<file path="config.mk">
export PLATFORM = sky130hd
export DESIGN_NAME = mc_ctrl_fsm
export DESIGN_NICKNAME = d
export VERILOG_FILES = /design/src/rtl/mc_ctrl_fsm.sv
export SDC_FILE = /design/constraint.sdc
export NUM_CORES = 1
export LEC_CHECK = 0
export CORE_MARGIN = 5
export CORE_UTILIZATION = 42
export DETAILED_ROUTE_END_ITERATION = 8
export PLACE_DENSITY = 0.82
export SLEW_MARGIN = 25
export SYNTH_ARGS = -nofsm -noshare
export SYNTH_HDL_FRONTEND = slang
export SYNTH_SLANG_ARGS = --single-unit
</file>
<file path="constraint.sdc">
create_clock -name clk -period 2.57 [get_ports clk]
set_input_delay 0.514 -clock clk [delete_from_list [all_inputs] [get_ports clk]]
set_output_delay 0.514 -clock clk [all_outputs]
set_load 0.01 [all_outputs]
</file>
<file path="src/rtl/mc_ctrl_fsm.sv">
// Multicycle MIPS main control FSM.
// Sequences each instruction through fetch/decode/execute/memory/writeback,
// with a memory ready handshake, a wait-state watchdog and illegal-opcode
// detection.
// Optional feature: define EXT_OPS_EN to add BNE (BRANCHNE) and ORI (ORIEX).
module mc_ctrl_fsm #(
    parameter int WAIT_TIMEOUT = 15,
    parameter int CNT_W        = 4
) (
    input  logic       clk,
    input  logic       reset_n,
    input  logic [5:0] op,
    input  logic       mem_ready,
    output logic       mem_req,
    output logic       iord,
    output logic       mem_write,
    output logic       ir_write,
    output logic       pc_write,
    output logic       branch,
    output logic       branch_ne,
    output logic [1:0] pc_src,
    output logic       alu_src_a,
    output logic [1:0] alu_src_b,
    output logic [1:0] alu_op,
    output logic       reg_dest,
    output logic       mem_to_reg,
    output logic       reg_write,
    output logic       illegal_op,
    output logic       bus_error,
    output logic [3:0] state
);

    typedef enum logic [3:0] {
        S_FETCH    = 4'd0,
        S_DECODE   = 4'd1,
        S_MEMADR   = 4'd2,
        S_MEMRD    = 4'd3,
        S_MEMWB    = 4'd4,
        S_MEMWR    = 4'd5,
        S_EXECUTE  = 4'd6,
        S_ALUWB    = 4'd7,
        S_BRANCH   = 4'd8,
        S_ADDIEX   = 4'd9,
        S_ADDIWB   = 4'd10,
        S_JUMP     = 4'd11,
        S_BRANCHNE = 4'd12,
        S_ORIEX    = 4'd13
    } state_t;

    localparam logic [5:0] OP_RTYPE = 6'b000000;
    localparam logic [5:0] OP_LW    = 6'b100011;
    localparam logic [5:0] OP_SW    = 6'b101011;
    localparam logic [5:0] OP_BEQ   = 6'b000100;
    localparam logic [5:0] OP_ADDI  = 6'b001000;
    localparam logic [5:0] OP_J     = 6'b000010;
`ifdef EXT_OPS_EN
    localparam logic [5:0] OP_BNE   = 6'b000101;
    localparam logic [5:0] OP_ORI   = 6'b001101;
`endif

    localparam bit             WD_EN       = (WAIT_TIMEOUT != 0);
    localparam logic [CNT_W-1:0] TIMEOUT_CNT = CNT_W'(WAIT_TIMEOUT);

    state_t           cur;
    logic [CNT_W-1:0] wait_cnt;
    logic             in_wait;
    logic             timeout;
    logic             op_legal;
    state_t           decode_next;

    // Wait-state detection and watchdog abort condition; completion wins over timeout.
    always_comb begin
        in_wait = (cur == S_FETCH) || (cur == S_MEMRD) || (cur == S_MEMWR);
        timeout = WD_EN && in_wait && !mem_ready && (wait_cnt == TIMEOUT_CNT);
    end

    // Opcode dispatch out of DECODE; unknown opcodes fall back to FETCH.
    always_comb begin
        decode_next = S_FETCH;
        op_legal    = 1'b1;
        case (op)
            OP_LW, OP_SW: decode_next = S_MEMADR;
            OP_RTYPE:     decode_next = S_EXECUTE;
            OP_BEQ:       decode_next = S_BRANCH;
            OP_ADDI:      decode_next = S_ADDIEX;
            OP_J:         decode_next = S_JUMP;
`ifdef EXT_OPS_EN
            OP_BNE:       decode_next = S_BRANCHNE;
            OP_ORI:       decode_next = S_ORIEX;
`endif
            default:      op_legal    = 1'b0;
        endcase
    end

    // State register and wait counter; the counter clears whenever the state changes.
    always_ff @(posedge clk or negedge reset_n) begin
        if (!reset_n) begin
            cur      <= S_FETCH;
            wait_cnt <= '0;
        end else if (in_wait && !mem_ready) begin
            if (timeout) begin
                cur      <= S_FETCH;
                wait_cnt <= '0;
            end else if (wait_cnt != '1) begin
                wait_cnt <= wait_cnt + 1'b1;
            end
        end else begin
            wait_cnt <= '0;
            case (cur)
                S_FETCH:   cur <= S_DECODE;
                S_DECODE:  cur <= decode_next;
                S_MEMADR:  cur <= (op == OP_SW) ? S_MEMWR : S_MEMRD;
                S_MEMRD:   cur <= S_MEMWB;
                S_EXECUTE: cur <= S_ALUWB;
                S_ADDIEX:  cur <= S_ADDIWB;
                S_ORIEX:   cur <= S_ADDIWB;
                default:   cur <= S_FETCH;
            endcase
        end
    end

    // Control decode from state; FETCH writes and the decode/abort pulses need same-cycle inputs.
    always_comb begin
        mem_req    = 1'b0;
        iord       = 1'b0;
        mem_write  = 1'b0;
        ir_write   = 1'b0;
        pc_write   = 1'b0;
        branch     = 1'b0;
        branch_ne  = 1'b0;
        pc_src     = 2'b00;
        alu_src_a  = 1'b0;
        alu_src_b  = 2'b00;
        alu_op     = 2'b00;
        reg_dest   = 1'b0;
        mem_to_reg = 1'b0;
        reg_write  = 1'b0;
        case (cur)
            S_FETCH: begin
                mem_req   = 1'b1;
                alu_src_b = 2'b01;
                ir_write  = mem_ready;
                pc_write  = mem_ready;
            end
            S_DECODE: alu_src_b = 2'b11;
            S_MEMADR: begin
                alu_src_a = 1'b1;
                alu_src_b = 2'b10;
            end
            S_MEMRD: begin
                mem_req = 1'b1;
                iord    = 1'b1;
            end
            S_MEMWB: begin
                reg_write  = 1'b1;
                mem_to_reg = 1'b1;
            end
            S_MEMWR: begin
                mem_req   = 1'b1;
                iord      = 1'b1;
                mem_write = 1'b1;
            end
            S_EXECUTE: begin
                alu_src_a = 1'b1;
                alu_op    = 2'b10;
            end
            S_ALUWB: begin
                reg_write = 1'b1;
                reg_dest  = 1'b1;
            end
            S_BRANCH: begin
                alu_src_a = 1'b1;
                alu_op    = 2'b01;
                pc_src    = 2'b01;
                branch    = 1'b1;
            end
            S_ADDIEX: begin
                alu_src_a = 1'b1;
                alu_src_b = 2'b10;
            end
            S_ADDIWB: reg_write = 1'b1;
            S_JUMP: begin
                pc_src   = 2'b10;
                pc_write = 1'b1;
            end
`ifdef EXT_OPS_EN
            S_BRANCHNE: begin
                alu_src_a = 1'b1;
                alu_op    = 2'b01;
                pc_src    = 2'b01;
                branch_ne = 1'b1;
            end
            S_ORIEX: begin
                alu_src_a = 1'b1;
                alu_src_b = 2'b10;
                alu_op    = 2'b11;
            end
`endif
            default: ;
        endcase
        illegal_op = (cur == S_DECODE) && !op_legal;
        bus_error  = timeout;
    end

    assign state = cur;

endmodule

</file>
==> results.md, run 1 <==
* Status: completed
* Final slew viol count at 0
* Max-Cap Viols at 0
* Wirelength per Cell at 15.1 µm
* WS Path Type: flop to primary output
* CTS Buf Count at 3
* Die Y at about 50 µm
* Startpoint Class: flop
* Antenna violations before repair at 0
* Worst path required time at 2060 ps
* Hold Fails Final Rpt at 0
* Layout cells sized above 1 at between 10% and 20%
* Vias per cell at 5.62
* Netlist Area Pre-Place at ~670 µm²
* Data arrival, critical path at 1950 ps
* Vias in the first global route at 732
* Clk buf depth at 2
* Count of cell types in the netlist at 35
* # diodes at 0
* Final ANT Viol Nets at 0
* Routability cong. at 0.826
* EDFF count, synth at 0
* Largest net degree at the start of global routing at 16
* Total wire length at 2130 µm
* Syn nets at 98
* Postcts setup bufs at 0
* Clk_skew at about 0.53 ps
* Post-synthesis register bit count at 8
* Fraction of registers with async set/reset at 100%
* Pwr dens at 847 mW/mm²
* Slew Limit Headroom at between 60% and 70%
* Root Driver: clkbuf_4
* Ports at 32
* Rows at 14
* I/O Buffers at 30
* Path depth of the worst reg2reg path at 5
* DP HPWL at 1580 µm
* Via count at 792
* Area growth from synthesis to final layout at 62.1%
* Worst-path fanout max at 12
* Worst Setup End Kind: primary output
* First-pass GRT wire length at 3350 µm
* Leakage Power at 0.494 nW
* Syn_area_per_cell at 7.58 µm²
* Clock slew at reported path FFs at 50 ps
* Syn Inst Count at between 80 and 90
* Largest area contributor in the netlist: dfrtp_1
* Clk_lat worst skew at 250 ps
* DRT iter0 DRCs at 10
* Clk sinks at 8
* FMAX at about 0.41 GHz
* Drt pass-1 iters at 4
* Cell Area, Placed at slightly above 0.001 mm²
* Register area share after synthesis at 30.0%
* Final min period at 2470 ps
* Measured slew at the worst slew-check pin at 501 ps
* Die W at 49.8 µm
* GRT Total Usage at 16.8%
* Die area at around 0.0025 mm²
* CTS tree: built
* CTS Hold Bufs at 0
* H-tree depth at 1
* Yosys top cell area share at a little under a third
* Synth Warn # at 0
* Largest cells by area after synthesis: dfrtp_1, nor3_1, nor2_1
* Core area at 0.00151 mm²
* Period utilization at 96.1%
* Cells after DPL at 138
* Worst VDD drop at between 0.6 and 0.7 mV
* Residual DRC count at 0
* Post-route cell area at 0.00108 mm²
* HP Class: flop to flop
* Post-route insts no fill at approximately 140
* Initial cell density of the core at 44.3%
* Setup violators final at 0
* Worst hold stages at 1
* Nets at roughly 140
* Congestion Overflow GR at 0
* Predominant post-synthesis flop cell: dfrtp_1
* Total Power at about 0.92 mW
[metal layers]
| layer | vias up | share of wire [%] | track usage, % |
|---|---|---|---|
| met5 | - | 0 | 0 |
| met4 | 0 | 0.80 | 2.62 |
| met3 | 2 | 4.9 | 3.01 |
| met2 | 26 | 54 | 32.2 |
| met1 | 379 | 40 | 19.2 |
| li1 | 385 | - | - |
[flip-flops by register name, summed over array words and instances, names as in the netlist]
register  cells
state         4
wait_cnt      4
[final timing paths]
| kind | slack, ps | from | endpoint |
|---|---|---|---|
| setup / recovery | 100 | state[1] | reg_write |
| hold / removal | 510 | wait_cnt[0] | wait_cnt[0] |
| setup reg to reg | 900 | state[0] | state[1] |
| hold reg to reg | 510 | wait_cnt[0] | wait_cnt[0] |
| max in group asynchronous | 1730 | reset_n | state[2] |
| min in group asynchronous | 550 | reset_n | wait_cnt[2] |
[cells in the mapped netlist (all sizes together), types with 3 or more instances]
cell type,instances
nor2b,5
dfrtp,8
xnor2,3
nand3,4
nand2,6
inv,3
nor2,12
nor3,9
o21ai,5
and3,3
buf,4
[cell type report]
type                            instances  area [µm²]
Fill cell                             128         425
Inverter                                3        11.3
Clock buffer                            3        22.5
Tap cell                               16        20.0
Timing Repair Buffer                   40         378
Multi-Input combinational cell         71         448
Sequential cell                         8         201
[timing repair]
action                     4_1_cts  5_1_grt
pin swaps                        1        1
gates resized for setup          3        7
gates cloned                     0        0
setup endpoints to repair        2        5
[worst max-delay path: stages (launching register included)]
cell and delay, ps:
dfrtp_1 580, buf_4 230, nand2_1 70, nor2_1 170
a21o_1 110, clkdlybuf4s50_1 540
[stage by stage]
step / utilization, % / hold slack (ps) / setup slack [ps] / setup TNS, ps
detailed placement: 68.2 / 462 / -87.9 / -87.9
CTS: 69.9 / 495 / -1.70 / -1.70
floorplan: - / 218 / 682 / 0
global route: 71.8 / 498 / -4.80 / -4.80
global placement: 68.2 / 446 / -42.4 / -42.4
finish: 71.8 / 507 / 101 / 0
[where the power goes]
group | internal, mW | switching, mW
logic | 0.313 | 0.263
clock network | 0.0533 | 0.0404
registers | 0.158 | 0.0884
total | 0.524 | 0.392
[cell families after synthesis]
kind of cell / share of synthesized area, %
other: 0.562
and+or+nand+nor: 34.5
adders and majority gates: 1.88
DFF: 30.0
muxes: 1.50
AOI/OAI and AO/OA: 18.0
buffers and inverters: 6.94
xor gates and xnor gates: 6.57
[cells in the final DEF (no fill, tap or decap), types with 3 or more instances in the layout]
master / n
clkdlybuf4s50_1: 26
nor2_1: 12
buf_4: 10
nor3_1: 7
dfrtp_1: 7
nand2_1: 6
o21ai_0: 5
nand3_1: 4
nor2b_1: 4
and3_1: 3
xnor2_1: 3
clkbuf_4: 3
(Power assumes the default switching activity.)
==> run 2, diff against run 1 <==
--- a/config.mk
+++ b/config.mk
@@ -7,7 +7,10 @@
 export LEC_CHECK = 0
 export CORE_MARGIN = 5
 export CORE_UTILIZATION = 42
+export CTS_CLUSTER_DIAMETER = 120
+export CTS_CLUSTER_SIZE = 30
 export DETAILED_ROUTE_END_ITERATION = 8
+export GPL_ROUTABILITY_DRIVEN = 1
 export PLACE_DENSITY = 0.82
 export SLEW_MARGIN = 25
 export SYNTH_ARGS = -nofsm -noshare
==> results of run 2 <==
No change in the layout: final DEF, timing and power equal those of run 1.
